<file path="src/rtl/parity_frame_tx_if.sv">
// Parallel-side handshake and serial-line bundle for parity_frame_tx.
// Ports (signals):
//   data_in    N  word to transmit
//   valid_in   1  producer has a word on data_in
//   parity_sel 1  0 = even, 1 = odd parity
//   ready_out  1  transmitter can accept a word
//   tx_out     1  serial line, idle high
//   busy       1  frame in progress
//   done       1  one-cycle frame-complete pulse
// master: producer / line observer side; slave: the transmitter.
interface parity_frame_tx_if #(
  parameter int unsigned N = 8
);
  logic [N-1:0] data_in;
  logic         valid_in;
  logic         parity_sel;
  logic         ready_out;
  logic         tx_out;
  logic         busy;
  logic         done;

  modport master (
    output data_in, valid_in, parity_sel,
    input  ready_out, tx_out, busy, done
  );

  modport slave (
    input  data_in, valid_in, parity_sel,
    output ready_out, tx_out, busy, done
  );
endinterface

</file>
<file path="src/rtl/parity_frame_tx.sv">
// Serial frame transmitter: accepts a parallel word over valid/ready, computes
// even/odd parity and shifts out start, data (LSB first), parity and stop bits,
// each held BAUD_DIV clocks.
// Ports:
//   clk  in  system clock, rising edge
//   rst  in  asynchronous, active-high reset
//   bus  slave modport of parity_frame_tx_if (data_in, valid_in, parity_sel,
//        ready_out, tx_out, busy, done)
module parity_frame_tx #(
  parameter int unsigned N        = 8,
  parameter int unsigned BAUD_DIV = 4
) (
  input logic               clk,
  input logic               rst,
  parity_frame_tx_if.slave  bus
);

  localparam int unsigned CW = (BAUD_DIV > 1) ? $clog2(BAUD_DIV) : 1;
  localparam int unsigned BW = (N > 1) ? $clog2(N) : 1;

  typedef enum logic [2:0] {
    IDLE,
    START,
    DATA,
    PARITY,
    STOP
  } state_t;

  state_t         state_q, state_d;
  logic [CW-1:0]  baud_q, baud_d;
  logic [BW-1:0]  bit_q, bit_d;
  logic [N-1:0]   shift_q, shift_d;
  logic           par_q, par_d;
  logic           tx_q, tx_d;
  logic           busy_q, busy_d;
  logic           ready_q, ready_d;
  logic           done_q, done_d;
  logic           last_baud;

  assign last_baud = (baud_q == CW'(BAUD_DIV - 1));

  // State and datapath registers
  always_ff @(posedge clk or posedge rst) begin
    if (rst) begin
      state_q <= IDLE;
      baud_q  <= '0;
      bit_q   <= '0;
      shift_q <= '0;
      par_q   <= 1'b0;
      tx_q    <= 1'b1;
      busy_q  <= 1'b0;
      ready_q <= 1'b1;
      done_q  <= 1'b0;
    end else begin
      state_q <= state_d;
      baud_q  <= baud_d;
      bit_q   <= bit_d;
      shift_q <= shift_d;
      par_q   <= par_d;
      tx_q    <= tx_d;
      busy_q  <= busy_d;
      ready_q <= ready_d;
      done_q  <= done_d;
    end
  end

  // Next-state, counters and next output values
  always_comb begin
    state_d = state_q;
    baud_d  = baud_q;
    bit_d   = bit_q;
    shift_d = shift_q;
    par_d   = par_q;
    done_d  = 1'b0;
    tx_d    = 1'b1;
    busy_d  = 1'b0;
    ready_d = 1'b1;

    case (state_q)
      IDLE: begin
        baud_d = '0;
        bit_d  = '0;
        // ready is high exactly in IDLE, so valid alone means accept
        if (bus.valid_in) begin
          shift_d = bus.data_in;
          par_d   = bus.parity_sel ? ~(^bus.data_in) : (^bus.data_in);
          state_d = START;
        end
      end
      START: begin
        if (last_baud) begin
          baud_d  = '0;
          state_d = DATA;
        end else begin
          baud_d = baud_q + CW'(1);
        end
      end
      DATA: begin
        if (last_baud) begin
          baud_d  = '0;
          shift_d = shift_q >> 1;
          if (bit_q == BW'(N - 1)) begin
            bit_d   = '0;
            state_d = PARITY;
          end else begin
            bit_d = bit_q + BW'(1);
          end
        end else begin
          baud_d = baud_q + CW'(1);
        end
      end
      PARITY: begin
        if (last_baud) begin
          baud_d  = '0;
          state_d = STOP;
        end else begin
          baud_d = baud_q + CW'(1);
        end
      end
      STOP: begin
        if (last_baud) begin
          baud_d  = '0;
          done_d  = 1'b1;
          state_d = IDLE;
        end else begin
          baud_d = baud_q + CW'(1);
        end
      end
      default: state_d = IDLE;
    endcase

    // Outputs are registered from the upcoming state so they align with it
    case (state_d)
      IDLE:    tx_d = 1'b1;
      START:   tx_d = 1'b0;
      DATA:    tx_d = shift_d[0];
      PARITY:  tx_d = par_d;
      STOP:    tx_d = 1'b1;
      default: tx_d = 1'b1;
    endcase
    busy_d  = (state_d != IDLE);
    ready_d = (state_d == IDLE);
  end

  assign bus.tx_out    = tx_q;
  assign bus.busy      = busy_q;
  assign bus.ready_out = ready_q;
  assign bus.done      = done_q;

endmodule

</file>
<file path="src/flat_wrapper.sv">
// flat-port wrapper written by rule: the top's interface ports become plain ports
module parity_frame_tx_flat 
#(
  parameter int unsigned N        = 8,
  parameter int unsigned BAUD_DIV = 4
)
  (clk, rst, bus_data_in, bus_valid_in, bus_parity_sel, bus_ready_out, bus_tx_out, bus_busy, bus_done);
  parity_frame_tx_if #(.N(N)) bus_i ();
  input logic clk;
  input logic rst;
  input wire logic [$bits(bus_i.data_in)-1:0] bus_data_in;
  input wire logic [$bits(bus_i.valid_in)-1:0] bus_valid_in;
  input wire logic [$bits(bus_i.parity_sel)-1:0] bus_parity_sel;
  output wire logic [$bits(bus_i.ready_out)-1:0] bus_ready_out;
  output wire logic [$bits(bus_i.tx_out)-1:0] bus_tx_out;
  output wire logic [$bits(bus_i.busy)-1:0] bus_busy;
  output wire logic [$bits(bus_i.done)-1:0] bus_done;
  assign bus_i.data_in = bus_data_in;
  assign bus_i.valid_in = bus_valid_in;
  assign bus_i.parity_sel = bus_parity_sel;
  assign bus_ready_out = bus_i.ready_out;
  assign bus_tx_out = bus_i.tx_out;
  assign bus_busy = bus_i.busy;
  assign bus_done = bus_i.done;
  parity_frame_tx #(.N(N), .BAUD_DIV(BAUD_DIV)) u_core (.clk(clk), .rst(rst), .bus(bus_i));
endmodule
</file>
<file path="config.mk">
export PLATFORM = sky130hd
export DESIGN_NAME = parity_frame_tx_flat
export DESIGN_NICKNAME = d
export VERILOG_FILES = /design/src/rtl/parity_frame_tx_if.sv /design/src/rtl/parity_frame_tx.sv /design/src/flat_wrapper.sv
export SDC_FILE = /design/constraint.sdc
export NUM_CORES = 1
export LEC_CHECK = 0
export ABC_CLOCK_PERIOD_IN_PS = 2700
export CAP_MARGIN = 20
export CORE_MARGIN = 3
export CORE_UTILIZATION = 55
export DETAILED_ROUTE_END_ITERATION = 12
export PLACE_DENSITY = 0.8
export SLEW_MARGIN = 10
export SYNTH_ARGS = -nofsm -noshare
export SYNTH_HDL_FRONTEND = slang
export SYNTH_SLANG_ARGS = --single-unit
export TNS_END_PERCENT = 10
</file>
<file path="constraint.sdc">
create_clock -name clk -period 2.7 [get_ports clk]
set_clock_uncertainty 0.1 [all_clocks]
set_input_delay 0.81 -clock clk [delete_from_list [all_inputs] [get_ports clk]]
set_output_delay 0.81 -clock clk [all_outputs]
set_load 0.02 [all_outputs]
</file>
Yosys cells after proc, flatten, opt, wreduce, memory -nomap -nowiden
Index checks and enable logic that the tools add are counted.
{"block": "classes", "addsub": 2, "multipliers": 0, "div_mod_pow": 0, "order_cmp": 0, "n_eq_ne": 11, "shift": 0, "muxes": 21, "bitwise_logic": 1, "n_reduce_logical": 9}
{"operator": "$mux W3", "count": 8}
{"operator": "$mux W8", "count": 2}
{"operator": "$pmux W8 S2", "count": 1}
{"operator": "$pmux W3 S5", "count": 1}
{"operator": "$eq A3 B2 Y1 const B", "count": 4}
{"operator": "$reduce_xor A8 Y1", "count": 1}
{"operator": "$eq A3 B1 Y1 const B", "count": 2}
{"operator": "$eq A3 B3 Y1 const B", "count": 2}
{"operator": "$logic_not A3 Y1", "count": 2}
{"operator": "$pmux W3 S2", "count": 1}
{"operator": "$mux W1", "count": 5}
{"operator": "$pmux W2 S2", "count": 1}
{"operator": "$reduce_bool A2 Y1", "count": 2}
{"operator": "$reduce_or A4 Y1", "count": 1}
{"operator": "$add A3 B1 Y3 const B", "count": 1}
{"operator": "$pmux W1 S3", "count": 1}
{"operator": "$reduce_and A3 Y1", "count": 1}
{"operator": "$reduce_bool A3 Y1", "count": 1}
{"operator": "$add A2 B1 Y2 const B", "count": 1}
{"operator": "$eq A2 B2 Y1 const B", "count": 1}
{"operator": "$mux W2", "count": 1}
{"operator": "$ne A2 B1 Y1 const B", "count": 1}
{"operator": "$ne A2 B2 Y1 const B", "count": 1}
{"operator": "$reduce_and A2 Y1", "count": 1}
{"operator": "$not A1 Y1", "count": 1}
{"block": "totals", "reg_bits": 21, "latch_bits": 0, "ram_bits": 0, "mem_bits_ro": 0, "in_bits": 12, "out_inout_bits": 4, "word_cells": 54, "memories": 0}

Logic depth before layout (Yosys ltp)
Gate-level depths: netlist (run 1).
{"block": "depth", "ltp_word": 6, "depth_mapped": 6, "depth_no_buf": 5}

Least setup slack after synthesis (run 1)
No wires, ideal clock.
{"block": "synth_timing", "kind": "input -> register", "startpoint": "input port bus_data_in[2]", "endpoint": "register u_core.par_q", "setup_time_ns": 0.125, "arrival_ns": 1.715, "required_ns": 2.475, "setup_slack_ns": 0.760, "path_stages": 4, "cell_sequence": "xnor2_1 > xnor3_1 > xnor2_1 > mux2_2"}
{"block": "synth_via", "elab_chain_len": 5}
{"element": "start, declared", "line_no": "flat_wrapper.sv:11", "source": "input wire logic [$bits(bus_i.data_in)-1:0] bus_data_in;"}
{"element": "$reduce_xor A8 Y1 (*)", "line_no": "parity_frame_tx.sv:86", "source": "par_d = bus.parity_sel ? ~(^bus.data_in) : (^bus.data_in);"}
{"element": "$not A1 Y1", "line_no": "parity_frame_tx.sv:86"}
{"element": "$mux W1 (*)", "line_no": "parity_frame_tx.sv:86"}
{"element": "$mux W1 (*)", "line_no": "parity_frame_tx.sv:84", "source": "if (bus.valid_in) begin"}
{"element": "$mux W1 (*)", "line_no": "parity_frame_tx.sv:79", "source": "case (state_q)"}
{"element": "via u_core.par_d", "line_no": "parity_frame_tx.sv:33", "source": "logic par_q, par_d;"}
{"element": "end signal, assigned", "line_no": "parity_frame_tx.sv:59", "source": "par_q <= par_d;"}
{"element": "end, declared", "line_no": "parity_frame_tx.sv:33"}
Mark *: on every way through the listed nets, which the timed path passes. The rest lies on a longest branch.
A chain may end at the register's enable or synchronous reset.

Worst setup path after layout (run 1)
{"block": "layout_timing", "startpoint": "register u_core.tx_q (netlist: u_core.bus.tx_out)", "endpoint": "output port bus_tx_out"}
{"element": "start, declared", "line_no": "parity_frame_tx.sv:34", "source": "logic tx_q, tx_d;"}
{"element": "start signal, assigned", "line_no": "parity_frame_tx.sv:60", "source": "tx_q <= tx_d;"}
{"element": "end, declared", "line_no": "flat_wrapper.sv:15", "source": "output wire logic [$bits(bus_i.tx_out)-1:0] bus_tx_out;"}
No word-level cell between the ends.

==> flow_summary.toml, run 1 <==
[pwr]
p_leak_nw = 0.586
ir_drop_mv = 0.605
switching_share_pct = 29.1
intPower_mw = 0.516
p_comb_share_pct = 25.8
power_density_nw_per_um2 = 569
clock_power_share_pct = 20.0
seqPwrFrac_pct = 54.2
totalPowerFinal_mw = 0.728
p_sw_mw = 0.212

[placed_design]
dp_slack_ns = 0.202
port_buffers = 15
dp.cells = 133
hpwl_um = 1550
gp_congestion = 0.768
placed_area_um2 = 1250

[worst_setup_path]
crit_slowest_cell = "clkdlybuf4s50_1"
path_cells = "clkdlybuf4s50_1"
crit_buf_inv = 1
r2r_start = "u_core.baud_q[0]"
cp-startpoint = "u_core.bus.tx_out"
critPathArrivalTime_ns = 1.42
crit_path_start_kind = "flop"
cp-end-kind = "output pin"
worstReg2RegEnd = "u_core.bus.tx_out"
worstPathMaxFanout = 1
slowest_delay_ns = 0.59
path_delay_family = "buffers and inverters"
critical_path_class = "flop to output pin"
cp.depth = 1
worstRegToRegCells = 6
required_ns = 1.79
critical_path.endpoint = "bus_tx_out"
rrSetupSlack_ns = 0.68

[hold_path]
min_path_type = "flop to flop"

[timing]
tns_ns = 0
timing.fmax_mhz = 429
period_share_pct = 86.3
fin_crit_ns = 2.33
setup_viol = 0
grt_setup_unrepaired = "false"
worst_slack_ns = 0.369
hold_ws_ns = 0.402
worstMarginPinSlew_ns = 0.450
hold_viol_final = 0
relSlewSlack_pct = 70.0
maxSlewViolCount = 0

[drt]
first_pass_iters = 4
vias = 787
drcViolationCount = 0
wl_um = 2030
drtIter0Drc = 22
vias_per_cell = 5.74
antenna_left = 0
routedWlPerCell_um = 14.8

[synthesis]
synthMuxAreaShare_pct = 2.02
synth_cell_types = 36
synth-simple-area-share_pct = 14.2
synth_warnings = 0
synth_area_leaders = "dfrtp_1, nand2_1, dfstp_2"
synth_compound_area_share_pct = 18.6
syn_area_per_cell_um2 = 11.6
synth_top_area_share_pct = 42.6
synth-seq-cells = 21
syn_nets = 111
synth_cells = 96
yosysTopAreaCell = "dfrtp_1"
yosysSeqAreaShare_pct = 47.3
netlist_area_um2 = 1120
synth_xor_area_share_pct = 7.50
synth_fa_ha_area_share_pct = 3.36
synth_top_family_by_area = "compound AO/OA/AOI/OAI gates"

[clocking]
htreeDepth = 1
cts_root_buffer = "clkbuf_4"
clk_latency_ns = 0.29
hold_buffers = 0
path_clk_slew_ns = 0.11
clock_path_buffers = 2
post_cts_buffers = 0
cts_resized = 0
cts_num_sinks = 21
cts_made_buffers = 3
cts_tree = "yes"

[finish]
nFillCells = 137
fin_cells = 137
area_growth_pct = 14.6
final_nets = 128
finish.utilization_pct = 70.3
antenna_cells = 0
fin_area_um2 = 1280
drive_gt1_share_pct = 18.8

[grt]
track_usage_pct = 17.9
grt_pass1_wl_um = 3540
overflow = 0
grt_max_degree = 22
antenna_found_initial = 0
first_global_vias = 793

[floorplanning]
row_count = 15
dieWidth_um = 51.1
initial_utilization_pct = 61.4
ioPinCount = 16
die-area_um2 = 2610
core-area_um2 = 1820
die_h_um = 51.1

[status]
status = "finished, final reports clean"

[flow_run]
cap_violations = 0
==> cells by family (layout without fill, tap and decap cells) <==
logic type / Yosys count / after routing
flip-flops: 21 / 21
XOR/XNOR: 8 / 8
multiplexers: 2 / 2
AND/OR/NAND/NOR: 29 / 29
buffers and inverters: 9 / 25
adder cells (fa/ha/maj): 3 / 3
AO/OA/AOI/OAI: 24 / 24
==> flip-flops by register name (all words and copies together) (netlist names) <==
register and cells:
u_core.shift_q 8, u_core.bit_q 3, u_core.state_q 3, u_core.baud_q 2
u_core.bus.busy 1, u_core.bus.done 1, u_core.bus.ready_out 1, u_core.bus.tx_out 1
u_core.par_q 1
==> placed cells by master (no fill, tap or decap), types with 2 or more instances in the layout <==
cell type        synthesis  final
dfrtp_1                 19     19
nand2_1                 16     16
clkdlybuf4s50_1          0     15
a22oi_1                  6      6
xnor2_1                  5      5
o21ai_0                  4      4
inv_1                    3      3
nor2_1                   3      3
ha_1                     3      3
clkbuf_4                 0      3
buf_4                    2      3
xor2_1                   2      2
o211ai_1                 2      2
nand3_1                  2      2
mux2_2                   2      2
a21oi_1                  2      2
dfstp_2                  2      2
==> power groups by stage <==
| stage | registers [mW] | clock network, mW | logic (mW) |
|---|---|---|---|
| floorplan | 0.392 | 0 | 0.144 |
| global placement | 0.397 | 0 | 0.180 |
| detailed placement | 0.399 | 0 | 0.189 |
| CTS | 0.394 | 0.151 | 0.190 |
| global route | 0.401 | 0.159 | 0.207 |
| finish | 0.395 | 0.145 | 0.187 |
==> synth_stat cells <==
cell type  number
nor3_1          1
nand3_1         2
a2bb2oi_2       1
nor4bb_1        1
o211ai_1        2
buf_4           2
a22oi_1         6
a22o_4          1
nor2_1          3
or3_1           1
nor4b_4         1
mux2_2          2
nand2_1        16
a21oi_1         2
nand3b_2        1
a21bo_2         1
xnor3_1         1
xnor2_1         5
clkbuf_8        3
ha_1            3
a22o_2          1
and3_1          1
o31ai_1         1
a21o_2          1
a22o_1          1
nor2_2          1
a221oi_2        1
dfstp_2         2
a211o_2         1
o21ai_0         4
dfrtp_1        19
xor2_1          2
inv_1           3
nand4b_1        1
buf_6           1
a21o_4          1
==> cell type report <==
cell class	count	area [um2]	share of cell area, %
flip-flops and latches	21	528	41.3
multi-input cells	66	510	39.9
repair buffers	18	173	13.5
well taps	25	31.3	2.44
clock buffers	4	26.3	2.05
inverters	3	11.3	0.880
==> layer usage <==
metal / track usage [%] / vias up / wire length (um)
met5: 0 / - / 0
li1: - / 374 / -
met4: 4.93 / 0 / 21
met3: 4.37 / 2 / 100
met2: 30.0 / 26 / 1040
met1: 22.8 / 385 / 868
==> worst min-delay path by stage <==
stage | from | end | slack (ns) | cells past startpoint
2_1_floorplan | u_core.shift_q[2] | u_core.shift_q[2] | 0.35 | 2
3_3_place_gp | u_core.shift_q[4] | u_core.shift_q[4] | 0.36 | 2
3_5_place_dp | u_core.shift_q[4] | u_core.shift_q[4] | 0.37 | 2
4_1_cts | u_core.shift_q[4] | u_core.shift_q[4] | 0.40 | 2
5_1_grt | u_core.shift_q[4] | u_core.shift_q[4] | 0.43 | 2
6_report | u_core.shift_q[2] | u_core.shift_q[2] | 0.40 | 2
No activity file was read; power rests on OpenSTA's default activity.
==> run 2, diff against run 1 <==
--- a/config.mk
+++ b/config.mk
@@ -10,6 +10,7 @@
 export CORE_MARGIN = 3
 export CORE_UTILIZATION = 55
 export DETAILED_ROUTE_END_ITERATION = 12
+export GPL_ROUTABILITY_DRIVEN = 0
 export PLACE_DENSITY = 0.8
 export SLEW_MARGIN = 10
 export SYNTH_ARGS = -nofsm -noshare
==> results of run 2 <==
The final DEF is identical to that of run 1; final timing and power are the same.
